===== src/rtl/arrival_barrier_pkg.sv =====
// Shared definitions for the arrival barrier: state encoding and width helper.
package arrival_barrier_pkg;

  typedef enum logic [1:0] {
    StIdle    = 2'd0,
    StCollect = 2'd1,
    StDone    = 2'd2,
    StTimeout = 2'd3
  } state_e;

  // Bits needed to hold values 0..max_val, never less than one.
  function automatic int unsigned bits_for(input int unsigned max_val);
    return (max_val == 0) ? 1 : $clog2(max_val + 1);
  endfunction

endpackage


===== src/rtl/arrival_barrier_popcount_n.sv =====
// Combinational ones counter over an N-bit vector.
module popcount_n
  import arrival_barrier_pkg::*;
#(
  parameter int unsigned N = 4,
  parameter int unsigned W = bits_for(N)
) (
  input  logic [N-1:0] bits,
  output logic [W-1:0] ones
);

  // Sum the set bits.
  always_comb begin
    ones = '0;
    for (int i = 0; i < N; i++) begin
      ones = ones + W'(bits[i]);
    end
  end

endmodule


===== src/rtl/arrival_barrier.sv =====
// N-channel arrival barrier: latches sticky per-channel arrivals, flags completion
// when every enabled channel is in, and reports missing channels on timeout.
module arrival_barrier
  import arrival_barrier_pkg::*;
#(
  parameter int unsigned N_CH       = 4,
  parameter int unsigned TIMEOUT    = 8,
  parameter bit          AUTO_CLEAR = 1'b1
) (
  input  logic                      clk,
  input  logic                      rst_in,
  input  logic [N_CH-1:0]           arrive,
  input  logic [N_CH-1:0]           ch_en,
  input  logic                      clear,
  input  logic                      ack,
  output logic [N_CH-1:0]           arrived,
  output logic [bits_for(N_CH)-1:0] count,
  output logic                      all_in,
  output logic                      timeout,
  output logic [N_CH-1:0]           missing,
  output logic                      busy
);

  localparam int unsigned CntW      = bits_for(N_CH);
  localparam int unsigned TimerW    = bits_for(TIMEOUT);
  localparam int unsigned TimerLast = (TIMEOUT == 0) ? 0 : TIMEOUT - 1;

  state_e            state_q, state_d;
  logic [N_CH-1:0]   arrived_q, arrived_d;
  logic [N_CH-1:0]   missing_q, missing_d;
  logic [TimerW-1:0] timer_q, timer_d;
  logic [CntW-1:0]   count_q, count_d;

  logic [N_CH-1:0]   arr_in;
  logic [N_CH-1:0]   arrived_lat;
  logic              cmp;

  // Count follows the next-state arrival mask so it updates on the same edge.
  popcount_n #(
    .N(N_CH),
    .W(CntW)
  ) u_popcount (
    .bits(arrived_d),
    .ones(count_d)
  );

  // Next-state logic; clear overrides every state.
  always_comb begin
    arr_in      = arrive & ch_en;
    arrived_lat = arrived_q | arr_in;
    // ch_en is live, so dropping a missing channel can complete the set.
    cmp         = (ch_en != '0) && ((arrived_lat & ch_en) == ch_en);

    state_d   = state_q;
    arrived_d = arrived_q;
    missing_d = missing_q;
    timer_d   = timer_q;

    if (clear) begin
      state_d   = StIdle;
      arrived_d = '0;
      missing_d = '0;
      timer_d   = '0;
    end else begin
      unique case (state_q)
        StIdle: begin
          arrived_d = arrived_lat;
          if (arr_in != '0) begin
            timer_d = '0;
            state_d = cmp ? StDone : StCollect;
          end
        end
        StCollect: begin
          arrived_d = arrived_lat;
          if (TIMEOUT != 0) timer_d = timer_q + TimerW'(1);
          // Completion takes precedence over a coincident timeout.
          if (cmp) begin
            state_d = StDone;
          end else if ((TIMEOUT != 0) && (timer_q == TimerW'(TimerLast))) begin
            state_d   = StTimeout;
            missing_d = ch_en & ~arrived_lat;
          end
        end
        StDone: begin
          if (AUTO_CLEAR || ack) begin
            state_d   = StIdle;
            arrived_d = '0;
          end
        end
        StTimeout: begin
          if (ack) begin
            state_d   = StIdle;
            arrived_d = '0;
            missing_d = '0;
          end
        end
        default: state_d = StIdle;
      endcase
    end
  end

  // State and datapath registers.
  always_ff @(posedge clk or negedge rst_in) begin
    if (!rst_in) begin
      state_q   <= StIdle;
      arrived_q <= '0;
      missing_q <= '0;
      timer_q   <= '0;
      count_q   <= '0;
    end else begin
      state_q   <= state_d;
      arrived_q <= arrived_d;
      missing_q <= missing_d;
      timer_q   <= timer_d;
      count_q   <= count_d;
    end
  end

  // Status outputs decoded from registered state.
  always_comb begin
    arrived = arrived_q;
    count   = count_q;
    missing = missing_q;
    all_in  = (state_q == StDone);
    timeout = (state_q == StTimeout);
    busy    = (state_q == StCollect);
  end

endmodule

===== config.mk =====
export PLATFORM = sky130hd
export DESIGN_NAME = arrival_barrier
export DESIGN_NICKNAME = d
export VERILOG_FILES = /design/src/rtl/arrival_barrier_pkg.sv /design/src/rtl/arrival_barrier_popcount_n.sv /design/src/rtl/arrival_barrier.sv
export SDC_FILE = /design/constraint.sdc
export NUM_CORES = 1
export LEC_CHECK = 0
export ABC_CLOCK_PERIOD_IN_PS = 2700
export CAP_MARGIN = 20
export CORE_ASPECT_RATIO = 0.8
export CORE_MARGIN = 5
export CORE_UTILIZATION = 24
export DETAILED_ROUTE_END_ITERATION = 10
export GPL_TIMING_DRIVEN = 0
export SKIP_LAST_GASP = 1
export SLEW_MARGIN = 5
export SYNTH_ARGS = -nofsm -noshare
export SYNTH_HDL_FRONTEND = slang
export SYNTH_HIERARCHICAL = 1
export SYNTH_SLANG_ARGS = --single-unit
export TNS_END_PERCENT = 30

===== constraint.sdc =====
create_clock -name clk -period 2.7 [get_ports clk]
set_clock_uncertainty 0.1 [all_clocks]
set_input_delay 0.54 -clock clk [delete_from_list [all_inputs] [get_ports clk]]
set_output_delay 0.54 -clock clk [all_outputs]
set_load 0.1 [all_outputs]

==> impl_metrics.tcl <==
set metrics [dict create \
    gp_congestion 0.791 \
    fillers 378 \
    ant_nets 0 \
    place_ws_ns -0.341 \
    end_kind "primary output" \
    crit_buf_inv 1 \
    start_kind "flop" \
    crit_slowest_cell "clkdlybuf4s50_1" \
    timing_hold_violations_final 0 \
    hold_ws_ns 0.432 \
    grt_pass1_vias 855 \
    period_share_pct 102 \
    cts_buffers 3 \
    clock_sinks 17 \
    arrival_ns 2.12 \
    rsz0062_at_grt "true" \
    grt_max_degree 18 \
    tritoncts "built" \
    min-delay-start "timer_q[0]" \
    max-slew-margin-rel_pct 34.3 \
    rows 20 \
    wl_per_cell_um 13.6 \
    synth_area_leader_cell "dfrtp_1" \
    die_area_um2 5150 \
    r2r-start "state_q[0]" \
    wl_um 2270 \
    finalSetupViolations 2 \
    critPathMaxFanout 8 \
    crit_start "state_q[0]" \
    violations "negative setup slack" \
    vias 788 \
    synth.net_count 110 \
    holdBufCountCts 0 \
    finalNetCount 140 \
    fmax_mhz 363 \
    port_buffers 25 \
    synth-seq-cells 17 \
    yosys_warnings 6 \
    synth_area_per_cell_um2 9.72 \
    htreeDepth 1 \
    synthCells 94 \
    first_iter_violations 15 \
    drv_slew 0 \
    cp_cell_sequence "nor2b_4 > clkdlybuf4s50_1" \
    synth_top_cells_by_area "dfrtp_1 47%, ha_1 4.1%, nor3b_1 4.1%" \
    drtPass1Iterations 4 \
    drv_cap 0 \
    clk_latency_ns 0.25 \
    coreArea_um2 3730 \
    ys.flop_type "dfrtp_1" \
    power_density_nw_per_um2 528 \
    worst_slew_pin_slew_ns 0.982 \
    period_minus_slack_ns 2.76 \
    path_class "flop to primary output" \
    die_height_um 65.2 \
    outcome "finished with violations" \
    yosys.cell_count.top_type "dfrtp_1" \
    grt_first_pass_wirelength_um 4010 \
    overflow 0 \
    viasPerCell 4.72 \
    async_flop_share_pct 100 \
    clockBufferDepth 2 \
    crit_family "buffers and inverters" \
    ys_top_cells_by_count "17 x dfrtp_1, 8 x nand2_1, 7 x inv_1, 7 x nor2_1" \
    synth_edf_count 0 \
    crit_required_ns 2.06 \
    area_growth_pct 39.2 \
    hp-class "flop to flop" \
    final_util_pct 34.1 \
    drc_errors 0 \
    grt_usage_pct 9.89 \
    hpwlAfterDp_um 1830 \
    initial_utilization_pct 24.5 \
    path_clk_slew_ns 0.07 \
    p_leak_uw 0.000555 \
    yosysTopAreaCellShare_pct 46.6 \
    design.portCount 26 \
    syn_area_um2 913 \
    ys_seq_area_share_pct 46.6 \
    cts_root_buffer "clkbuf_8" \
    die_x_um 79.0 \
    max_stage_delay_ns 1.15 \
    setup_slack_ns -0.0582 \
    n_antenna_cell 0 \
    drive_gt1_share_pct 8.94 \
    ir_drop_v 0.000223 \
    antenna_found_initial 0 \
    yosysUniqueCellTypes 30 \
]
==> repair_timing <==
| action | CTS | global route |
|---|---|---|
| setup buffers | 0 | 0 |
| gates resized for setup | 1 | 3 |
| setup endpoints to repair | 4 | 5 |
==> where the power goes <==
part,internal [uW],leakage [uW],switching [uW]
logic,62.5,0.000299,147
clock network,104,0.0000228,79.1
registers,268,0.000233,10.8
==> cells in the final DEF (no fill, tap or decap), types with 2 or more instances in the layout <==
cell / synthesis / layout
dfrtp_1: 17 / 17
nand2b_1: 4 / 4
nand2_1: 8 / 8
nand3_1: 2 / 2
ha_1: 3 / 3
nor3b_1: 5 / 5
a22oi_1: 4 / 4
buf_2: 2 / 2
nor2_1: 7 / 6
nor2b_1: 5 / 5
inv_1: 7 / 7
o21ai_0: 5 / 5
a21oi_1: 5 / 4
a31oi_1: 4 / 4
clkbuf_8: 0 / 3
clkdlybuf4s50_1: 0 / 23
==> through the flow <==
step                      total power (uW)  instance area [um2]  cells  TNS (ns)
after floorplan                        426                  913     94         0
after global placement                 492                 1220    163    -0.763
after detailed placement               494                 1220    163    -0.734
after CTS                              677                 1260    167    -0.253
after global routing                   705                 1270    167    -0.332
final                                  672                 1270    167   -0.0639
==> registers in the layout (all words and copies together), names as in the netlist <==
register / flops
count: 3
missing: 4
arrived: 4
timer_q: 4
state_q: 2
==> cell families (layout without fill, tap and decap cells) <==
group	after synthesis	after routing	synth area share (%)
fa+ha+maj	4	4	6.30
flops	17	17	46.6
compound gates	22	22	15.8
simple gates	40	40	25.1
buf+inv	9	38	3.97
mux	2	2	2.33
==> routing by layer <==
| layer | vias to the layer above | track usage, % | wire length [um] |
|---|---|---|---|
| met2 | 23 | 16.4 | 1110 |
| met1 | 376 | 12.6 | 1020 |
| met5 | - | 0 | 0 |
| met4 | 0 | 3.22 | 10 |
| li1 | 387 | - | - |
| met3 | 2 | 2.47 | 126 |
==> layout make-up <==
type / count / area, um2 / share of cell area (%)
well taps: 44 / 55.1 / 4.33
repair buffers: 25 / 251 / 19.8
inverters: 7 / 26.3 / 2.07
multi-input cells: 68 / 458 / 36.0
clock buffers: 4 / 45.0 / 3.54
flip-flops and latches: 17 / 425 / 33.5
plain buffers: 2 / 10.0 / 0.787
==> worst register-to-register path, cell delays in order (launching register included) <==
cell,delay (ns)
dfrtp_1,0.48
or2b_1,0.28
a21oi_2,0.20
nor2b_1,0.19
inv_1,0.08
fa_1,0.53
inv_1,0.04
ha_1,0.17
ha_1,0.26
==> path summary, 6_finish.rpt <==
check / cells after the start / endpoint / slack (ns)
max in group asynchronous: 1 / timer_q[2] / 1.37
worst min-delay path: 1 / timer_q[0] / 0.43
worst max register to register: 8 / count[1] / 0.24
min in group asynchronous: 1 / arrived[0] / 0.65
worst max-delay path: 2 / busy / -0.06
worst min register to register: 1 / timer_q[0] / 0.43
(Power assumes the default switching activity.)
==> RTL change: new RTL, same flow settings <==
Put a register stage on the output `count`, with the module's reset. The value now appears one clock later. The other outputs are not delayed to match.
--- a/src/rtl/arrival_barrier.sv
+++ b/src/rtl/arrival_barrier.sv
@@ -24,6 +24,8 @@
   localparam int unsigned CntW      = bits_for(N_CH);
   localparam int unsigned TimerW    = bits_for(TIMEOUT);
   localparam int unsigned TimerLast = (TIMEOUT == 0) ? 0 : TIMEOUT - 1;
+
+  logic [bits_for(N_CH)-1:0] count_c;
 
   state_e            state_q, state_d;
   logic [N_CH-1:0]   arrived_q, arrived_d;
@@ -119,11 +121,19 @@
   // Status outputs decoded from registered state.
   always_comb begin
     arrived = arrived_q;
-    count   = count_q;
+    count_c = count_q;
     missing = missing_q;
     all_in  = (state_q == StDone);
     timeout = (state_q == StTimeout);
     busy    = (state_q == StCollect);
   end
 
+  always_ff @(posedge clk or negedge rst_in) begin
+    if (!rst_in) begin
+      count <= '0;
+    end else begin
+      count <= count_c;
+    end
+  end
+
 endmodule
Check against the original RTL: not equivalent (a bounded check fails within 4 cycles, from zero or initial values and one cycle with rst_in low).
==> RTL change against the unedited design <==
  * Sequential cell count grew 3
  * Worst setup slack gained 54 ps
  * Power grew 16%
  * Clock power grew 21%
  * Non-clock buffer count is the same
  * Fmax grew 2.0%
  * Count of clock-buffer cells in the layout is the same
  * Largest power group unchanged
  * Sequential power grew 17%
  * Wire length shrank 1.9%
  * Final area grew 9.9%
  * Via count grew 4.2%
  * Global-route usage shrank 0.96 points
  * The flow still finishes with violations (negative setup slack)
  * Area after synthesis grew 11%
==> RTL change: results (changes against the unedited design) <==
Pwr
  • Maximum VDD drop: 0.267 mV (+20%)
  • Leak: 0.645 nW (+16%)
  • Cell Int Power: 0.519 mW (+19%)

Placement
  • Placement Setup Slack: -478 ps (-137 ps)
  • Placed Instance Area: 1340 sq um (+9.9%)
  • DP Wirelength: 1740 um (-4.9%)
  • Routability cong.: 0.906 (+15%)

Finish
  • Share of layout cells above drive strength 1: 0.112 (+0.0226)
  • Final std cells w/o fill: 182 (+9.0%)
  • Fill cells: 436 (+15%)
  • Nets: 142 (+1.4%)

Worst hold path
  • Worst Hold Path Cells: 0 (-1)
  • Worst hold path type: register to register

Global route
  • First-pass GRT wire length: 3890 um (-2.9%)
  • GR Util met2: 0.132 (-0.0319)
  • GR Layer Usage met3: 0.0184 (-0.00624)
  • Largest net degree at the start of global routing: 21 (+3)
  • GR Util met1: 0.131 (+0.00476)
  • Vias in the first global route: 847 (-0.94%)
  • Overall Global Routing Usage: 0.0893 (-0.00957)

STA
  • Max_slew headroom: 0.349 (+0.00573)
  • Number of setup violations in the final report: 1 (-1)
  • Final WS setup: -4.13 ps (+54.0 ps)
  • Setup TNS: -4.13 ps (+59.8 ps)

Detailed routing
  • Via count: 821 (+4.2%)
  • First DRT Iteration DRCs: 24 (+9)

Synth
  • Synth area leaders: dfrtp_1 (49%), nand3_1 (4.4%), nor2_1 (4.1%)
  • Register area share after synthesis: 0.492 (+0.0263)
  • Avg Cell Area, Syn: 10.6 sq um (+9.0%)
  • Synth cell types: 32 (+6.7%)
  • Syn Nets: 112 (+1.8%)
  • Synth top cells by count: dfrtp_1 (20), nor2_1 (11), nand3_1 (9)

Worst setup path
  • Maximum net fanout on the critical path: 10 (+2)
  • CP peak stage delay: 1120 ps (-30 ps)
  • Worst r2r path cells: 9 (+1)
  • Critical Path AT: 2060 ps (-60 ps)

Clock tree
  • Post-CTS Setup Bufs: 0 (unchanged)

Status
  • Failing checks: negative setup slack
  • Status: finished with violations
==> RTL change: changes by cell type after synthesis, sizes merged, moves of 2 or more <==
cell and change:
nand3 +7, nor2 +4, a21o +3, a22oi -3
dfrtp +3, nand2 -3, nand2b -3, a21oi -2
inv -2, nor2b -2
==> RTL change: logic make-up after synthesis <==
kind of cell / count (synthesis) / synth area share
and+or+nand+nor: 44 / 0.266
AOI/OAI and AO/OA: 20 / 0.140
DFF: 20 / 0.492
buffers and inverters: 7 / 0.0344
adders and majority gates: 4 / 0.0566
muxes: 1 / 0.0111
==> RTL change: layer usage <==
metal	wire length (um)	vias to the layer above	share of wire
met5	0	-	0
met3	138	0	0.062
met4	0	0	0
met2	923	28	0.42
met1	1160	396	0.52
li1	-	397	-
==> RTL change: layout make-up <==
cell class / count / area (sq um) / area share
repair buffers: 25 / 251 / 0.180
inverters: 5 / 18.8 / 0.0134
plain buffers: 2 / 16.3 / 0.0116
multi-input cells: 69 / 484 / 0.346
well taps: 57 / 71.3 / 0.0510
clock buffers: 4 / 55.1 / 0.0394
flip-flops and latches: 20 / 500 / 0.358
==> RTL change: what timing repair did <==
action,4_1_cts,5_1_grt
cloned,0,0
setup endpoints to repair,6,4
resized for setup,2,1
==> RTL change: power groups by stage <==
stage | clock network, mW | registers, mW | logic (mW)
final | 0.222 | 0.326 | 0.231
after global routing | 0.242 | 0.328 | 0.248
after CTS | 0.232 | 0.326 | 0.234
after detailed placement | 0 | 0.332 | 0.233
after global placement | 0 | 0.331 | 0.229
after floorplan | 0 | 0.390 | 0.104
==> RTL change: critical path: cells and delay by family, from the launching register on <==
kind,cells,cell delay [ps]
buf+inv,2,1320
flops,1,340
simple gates,1,150
==> RTL change: worst paths after layout <==
path | slack [ps] | to | from
max in group asynchronous | 1260 | count_c[0] | rst_in
min in group asynchronous | 690 | missing[3] | rst_in
worst max register to register | 290 | count_c[1] | state_q[0]
worst max-delay path | -4 | timeout | state_q[0]
worst min-delay path | 250 | count[1] | count_c[1]
worst min register to register | 250 | count[1] | count_c[1]
